$ cat config.mk
export PLATFORM = sky130hd
export DESIGN_NAME = psum_accum
export DESIGN_NICKNAME = d
export VERILOG_FILES = /design/src/rtl/cnn_pkg.sv /design/src/rtl/psum_ram.sv /design/src/rtl/psum_accum.sv
export SDC_FILE = /design/constraint.sdc
export NUM_CORES = 1
export LEC_CHECK = 0
export CELL_PAD_IN_SITES_DETAIL_PLACEMENT = 0
export CELL_PAD_IN_SITES_GLOBAL_PLACEMENT = 1
export CORE_MARGIN = 2
export CORE_UTILIZATION = 25
export CTS_BUF_LIST = sky130_fd_sc_hd__clkbuf_8
export CTS_CLUSTER_SIZE = 30
export DETAILED_ROUTE_END_ITERATION = 10
export PLACE_DENSITY = 0.45
export SYNTH_ARGS = -nofsm -noshare
export SYNTH_HDL_FRONTEND = slang
export SYNTH_SLANG_ARGS = --single-unit
$ cat constraint.sdc
create_clock -name clk1 -period 8.6 [get_ports clk1]
set_input_delay 1.29 -clock clk1 [delete_from_list [all_inputs] [get_ports clk1]]
set_output_delay 1.29 -clock clk1 [all_outputs]
set_load 0.02 [all_outputs]
$ cat src/rtl/cnn_pkg.sv
// Shared types and helpers for the CNN datapath blocks: FSM state encoding,
// output-feature-map sizing and signed saturation.
package cnn_pkg;

    typedef enum logic [1:0] {
        IDLE,
        ACCUM,
        FLUSH,
        DONE
    } state_t;

    localparam int FLUSH_LEN = 2;

    function automatic int ofm_size(input int ifm, input int k);
        return ifm - k + 1;
    endfunction

    // Clamp a sign-extended accumulator value to the signed range of out_w bits.
    function automatic logic signed [63:0] saturate(input logic signed [63:0] v,
                                                    input int unsigned out_w);
        logic signed [63:0] hi;
        logic signed [63:0] lo;
        hi = (64'sd1 <<< (out_w - 1)) - 64'sd1;
        lo = -hi - 64'sd1;
        if (v > hi) return hi;
        if (v < lo) return lo;
        return v;
    endfunction

endpackage

$ cat src/rtl/psum_ram.sv
// Simple dual-port partial-sum buffer: one write port, one synchronous read
// port, no reset (contents are don't-care until the first channel overwrites them).
module psum_ram #(
    parameter int DEPTH = 36,
    parameter int AW    = 6,
    parameter int DW    = 32
) (
    input  logic          clk1,
    input  logic          wr_en,
    input  logic [AW-1:0] wr_addr,
    input  logic [DW-1:0] wr_data,
    input  logic          rd_en,
    input  logic [AW-1:0] rd_addr,
    output logic [DW-1:0] rd_data
);

    logic [DW-1:0] mem [DEPTH];

    always_ff @(posedge clk1) begin
        if (wr_en) mem[wr_addr] <= wr_data;
        if (rd_en) rd_data <= mem[rd_addr];
    end

endmodule

$ cat src/rtl/psum_accum.sv
// Partial-sum accumulator: sums CI channel results per OFM pixel, emits saturated
// pixels on the last channel for each of CO filters. Define PSUM_RELU_EN to clamp
// negative final sums to zero before saturation.
//   state | meaning
//   IDLE  | waiting for start
//   ACCUM | accepting beats, in_ready high
//   FLUSH | two cycles draining the read/add/output pipeline
//   DONE  | one-cycle done pulse
module psum_accum
    import cnn_pkg::*;
#(
    parameter int IFM_SIZE    = 9,
    parameter int KERNEL_SIZE = 4,
    parameter int CI          = 3,
    parameter int CO          = 4,
    parameter int IN_W        = 24,
    parameter int ACC_W       = 32,
    parameter int OUT_W       = 16
) (
    input  logic                                         clk1,
    input  logic                                         rst_n,
    input  logic                                         start,
    input  logic                                         in_valid,
    output logic                                         in_ready,
    input  logic [IN_W-1:0]                              in_data,
    input  logic [$clog2(IFM_SIZE-KERNEL_SIZE+1):0]      in_x,
    input  logic [$clog2(IFM_SIZE-KERNEL_SIZE+1):0]      in_y,
    output logic                                         out_valid,
    output logic [OUT_W-1:0]                             out_data,
    output logic [$clog2(IFM_SIZE-KERNEL_SIZE+1):0]      out_x,
    output logic [$clog2(IFM_SIZE-KERNEL_SIZE+1):0]      out_y,
    output logic [$clog2(CO):0]                          out_f,
    output logic                                         done
);

    localparam int OFM  = ofm_size(IFM_SIZE, KERNEL_SIZE);
    localparam int NPIX = OFM * OFM;
    localparam int AW   = (NPIX > 1) ? $clog2(NPIX) : 1;
    localparam int CW   = $clog2(OFM) + 1;
    localparam int FW   = $clog2(CO) + 1;
    localparam int CHW  = $clog2(CI) + 1;

    state_t           state;
    logic [AW-1:0]    pix_cnt;
    logic [CHW-1:0]   ch_cnt;
    logic [FW-1:0]    f_cnt;
    logic [1:0]       flush_tmr;

    logic             accept;
    logic [AW-1:0]    rd_idx;

    logic             s1_valid;
    logic             s1_first;
    logic             s1_last;
    logic [AW-1:0]    s1_idx;
    logic [CW-1:0]    s1_x;
    logic [CW-1:0]    s1_y;
    logic [FW-1:0]    s1_f;
    logic signed [ACC_W-1:0] s1_data;

    logic             fwd_hit;
    logic signed [ACC_W-1:0] fwd_data;
    logic signed [ACC_W-1:0] ram_rd;
    logic signed [ACC_W-1:0] base;
    logic signed [ACC_W-1:0] sum;
    logic signed [ACC_W-1:0] final_sum;
    logic             wr_en;

    assign accept = in_valid && in_ready;
    assign rd_idx = AW'(in_y * OFM + in_x);
    assign wr_en  = s1_valid && !s1_last;

    always_ff @(posedge clk1 or negedge rst_n) begin
        if (!rst_n) begin
            state     <= IDLE;
            pix_cnt   <= '0;
            ch_cnt    <= '0;
            f_cnt     <= '0;
            flush_tmr <= '0;
            in_ready  <= 1'b0;
            done      <= 1'b0;
        end else begin
            done <= 1'b0;
            case (state)
                IDLE: begin
                    if (start) begin
                        state    <= ACCUM;
                        in_ready <= 1'b1;
                        pix_cnt  <= '0;
                        ch_cnt   <= '0;
                        f_cnt    <= '0;
                    end
                end
                ACCUM: begin
                    if (accept) begin
                        if (pix_cnt == AW'(NPIX - 1)) begin
                            pix_cnt <= '0;
                            if (ch_cnt == CHW'(CI - 1)) begin
                                state     <= FLUSH;
                                in_ready  <= 1'b0;
                                flush_tmr <= 2'(FLUSH_LEN - 1);
                            end else begin
                                ch_cnt <= ch_cnt + 1'b1;
                            end
                        end else begin
                            pix_cnt <= pix_cnt + 1'b1;
                        end
                    end
                end
                FLUSH: begin
                    if (flush_tmr == 2'd0) begin
                        f_cnt <= f_cnt + 1'b1;
                        if (f_cnt == FW'(CO - 1)) begin
                            state <= DONE;
                            done  <= 1'b1;
                        end else begin
                            ch_cnt   <= '0;
                            state    <= ACCUM;
                            in_ready <= 1'b1;
                        end
                    end else begin
                        flush_tmr <= flush_tmr - 1'b1;
                    end
                end
                DONE:    state <= IDLE;
                default: state <= IDLE;
            endcase
        end
    end

    psum_ram #(
        .DEPTH (NPIX),
        .AW    (AW),
        .DW    (ACC_W)
    ) u_ram (
        .clk1    (clk1),
        .wr_en   (wr_en),
        .wr_addr (s1_idx),
        .wr_data (sum),
        .rd_en   (accept),
        .rd_addr (rd_idx),
        .rd_data (ram_rd)
    );

    always_comb begin
        base = '0;
        if (!s1_first) base = fwd_hit ? fwd_data : ram_rd;
        sum       = base + s1_data;
        final_sum = sum;
`ifdef PSUM_RELU_EN
        if (sum < 0) final_sum = '0;
`endif
    end

    // A read issued in the same cycle as a write to the same index sees stale RAM data.
    always_ff @(posedge clk1 or negedge rst_n) begin
        if (!rst_n) begin
            s1_valid  <= 1'b0;
            s1_first  <= 1'b0;
            s1_last   <= 1'b0;
            s1_idx    <= '0;
            s1_x      <= '0;
            s1_y      <= '0;
            s1_f      <= '0;
            s1_data   <= '0;
            fwd_hit   <= 1'b0;
            fwd_data  <= '0;
            out_valid <= 1'b0;
            out_data  <= '0;
            out_x     <= '0;
            out_y     <= '0;
            out_f     <= '0;
        end else begin
            s1_valid <= accept;
            s1_first <= (ch_cnt == '0);
            s1_last  <= (ch_cnt == CHW'(CI - 1));
            s1_idx   <= rd_idx;
            s1_x     <= in_x;
            s1_y     <= in_y;
            s1_f     <= f_cnt;
            s1_data  <= {{(ACC_W - IN_W){in_data[IN_W-1]}}, in_data};
            fwd_hit  <= accept && wr_en && (s1_idx == rd_idx);
            fwd_data <= sum;

            out_valid <= s1_valid && s1_last;
            if (s1_valid && s1_last) begin
                out_data <= OUT_W'(saturate(64'(final_sum), OUT_W));
                out_x    <= s1_x;
                out_y    <= s1_y;
                out_f    <= s1_f;
            end
        end
    end

endmodule

==> run metrics <==
largest net degree at the start of global routing 80; area taken by multi-input logic gates around 13000 um^2; CP endpoint out_data[3]$_DFFE_PN0P_; Post-Syn Area 51500 um^2; clock root buffer clkbuf_8; async set-reset flop share out of synthesis 0.0934; HPWL Detailed around 86 mm; post-cts resize count 0; syn avg cell area 20.7 um^2; area delta synth->final 17.0%; H-tree levels 4; Crit. End Element register; Worst Hold Class in -> async; Die Y ~460 um; Post-synth EDFFs 1184; FF-to-FF Start fwd_hit$_DFF_PN0_; Top FF cell, synth edfxtp_1; first-pass GRT wire length 217 mm; critical path class reg -> reg; sequential area share after synthesis 0.750; core area 205000 um^2; Worst Skew between 0.05 and 0.06 ns; Fin. Hold Viols 0; clock sinks roughly 1300; fill count ~20000; Slew headroom 0.165; fin. max-slew vios 0; Fin Hold WS around 0.36 ns; top cell type by total area after synthesis edfxtp_1; Iter 0 DRT Violations ~2800; CTS tree yes; wirelength, routed about 160 mm; Worst-path clk slew 0.06 ns; RSZ-0062 raised after global routing false; IO Pins 66; syn_nets 2573; final setup TNS 0 ns; CTS Hold Bufs 0; DR vias/cell 4.67; I/O Buffers 65; Num CTS Buffers between 200 and 250; vias in the first global route 27500; area share of the largest cell type after synthesis 0.691; row count 166; R2R depth 14; Die W 458 um; WP data required about 9.4 ns; Critical Path Fanout Max 39; LEAKAGE about 19 nW; total track usage 0.148; Area contributors post-synth edfxtp_1, mux4_2, dfrtp_1; worst slew pin tran about 1.3 ns; die area 210000 um^2; r2r endpoint out_data[3]$_DFFE_PN0P_; starting density of the core 0.252; clock tree buffer depth 3; status finished, final reports clean; pwr/cell area 223 nW/um^2; synth warn 0; Period Utilization, post-route 0.658; synth unique cells 64; initial antenna violation count 17; Max Fclk ~180 MHz; share of layout cells above drive strength 1 0.270; fin nets between 2000 and 3000; arrival time at the worst endpoint 6.42 ns; endpoints failing setup 0; FF/Latch Area 38600 um^2; max cap viols 0; total number of vias 26200; CP startpoint fwd_hit$_DFF_PN0_; maximum vdd drop 0.121 mV; Tmin final ~5.7 ns; 1st-pass router iterations 7; Clock Latency Late Sink 0.96 ns; Total Power 13.4 mW; GPL Wtd Cong between 0.7 and 0.8; Cells after Synth 2490; Critical Path Source Type register; DRC 0; reg2reg setup slack a little under 3 ns; Routed Antenna Nets 0; GR Overflow Total 0; WL per Instance ~28 um; register bit total from synthesis 1306; post-CTS setup buffer count 0
-- metal layers --
| metal | track usage | part of all wire | vias to the layer above |
|---|---|---|---|
| li1 | - | - | 10800 |
| met1 | 0.200 | 0.44 | 14400 |
| met2 | 0.244 | 0.49 | 763 |
| met3 | 0.0281 | 0.050 | 185 |
| met4 | 0.0360 | 0.017 | 0 |
| met5 | 0 | 0 | - |
-- final cells by class --
type,instances,area share
Timing Repair Buffer,153,0.0227
Sequential cell,1306,0.641
Clock inverter,179,0.0145
Clock buffer,220,0.0503
Multi-Input combinational cell,1042,0.214
Antenna cell,3,0.000125
Tap cell,2688,0.0559
Inverter,23,0.00143
-- placed cells by master, fill, tap and decap left out, types with 9 or more instances in the layout --
cell	netlist	final
nand4_1	9	9
a21o_1	18	18
dfrtp_1	122	121
clkdlybuf4s50_1	0	63
ha_1	44	43
nand3_1	18	18
xnor2_2	0	16
mux2i_1	67	67
mux4_2	352	352
nor2_4	0	36
o21ai_0	76	76
nor2_1	117	81
clkinv_1	0	68
nor2b_1	10	10
nand2b_1	11	11
clkbuf_8	0	220
clkinv_2	0	32
edfxtp_1	1184	1184
inv_1	23	86
buf_4	0	84
a21oi_1	36	36
nand2_1	117	117
o22ai_1	19	19
a211oi_1	10	9
-- power breakdown --
part	internal, mW	switching, mW	total (mW)
clock	2.47	2.55	5.02
sequential	7.07	0.0196	7.09
combinational	0.508	0.828	1.34
-- sequential cells by signal, indices dropped and copies added (netlist names), 4 cells and up --
signal / count
fwd_data: 32
out_data: 16
out_x: 4
out_y: 4
pix_cnt: 6
s1_data: 24
s1_idx: 5
s1_x: 4
s1_y: 4
u_ram.mem: 1152
u_ram.rd_data: 32
-- synthesized netlist by cell type, types with 19 or more instances --
cell	number
xnor2_1	22
clkbuf_1	89
o22ai_1	19
a21oi_1	36
edfxtp_1	1184
dfrtp_1	122
o21ai_0	76
buf_1	29
mux2i_1	67
ha_1	44
nand2_1	117
inv_1	23
mux4_2	352
nor2_1	117
-- stage by stage --
stage / util / setup WS [ns] / cells / instance area (um^2)
floorplan: - / 2.28 / 2490 / 51500
global placement: 0.275 / 3.08 / 5212 / 56300
detailed placement: 0.275 / 3.04 / 5212 / 56300
CTS: 0.294 / 2.96 / 5611 / 60200
global route: 0.294 / 2.51 / 5612 / 60200
finish: 0.294 / 2.94 / 5614 / 60200
-- critical path, stage by stage, from the launching register on --
cell,delay (ns)
dfrtp_2,0.79
mux2i_1,0.15
or2_2,0.32
inv_1,0.06
ha_1,0.23
a211o_1,0.30
a211oi_1,0.38
o22ai_1,0.27
o31ai_1,0.87
o311ai_2,0.20
buf_4,0.29
a2111oi_0,0.47
nand4b_1,0.17
o22ai_2,0.72
o22ai_1,0.20
-- kinds of logic (layout without fill, tap and decap cells) --
kind of cell	Yosys count	after routing	synth area share
AND/OR/NAND/NOR	330	330	0.0285
XOR/XNOR	33	33	0.00561
flip-flops	1306	1306	0.750
multiplexers	420	420	0.167
AO/OA/AOI/OAI	212	212	0.0263
other	0	3	0
adder cells (fa/ha/maj)	47	47	0.0119
buffers and inverters	142	575	0.0105
-- worst min-delay path by stage --
stage,startpoint,depth (start not counted),end,slack [ns]
after floorplan,f_cnt[2]$_DFFE_PN0P_,0,s1_f[2]$_DFF_PN0_,0.37
after global placement,f_cnt[2]$_DFFE_PN0P_,0,s1_f[2]$_DFF_PN0_,0.42
after detailed placement,f_cnt[2]$_DFFE_PN0P_,0,s1_f[2]$_DFF_PN0_,0.42
after CTS,rst_n,1,s1_data[20]$_DFF_PN0_,0.27
after global routing,rst_n,1,s1_data[20]$_DFF_PN0_,0.32
final,rst_n,1,s1_data[20]$_DFF_PN0_,0.36
Note: power is estimated with default switching activity, not from simulation.
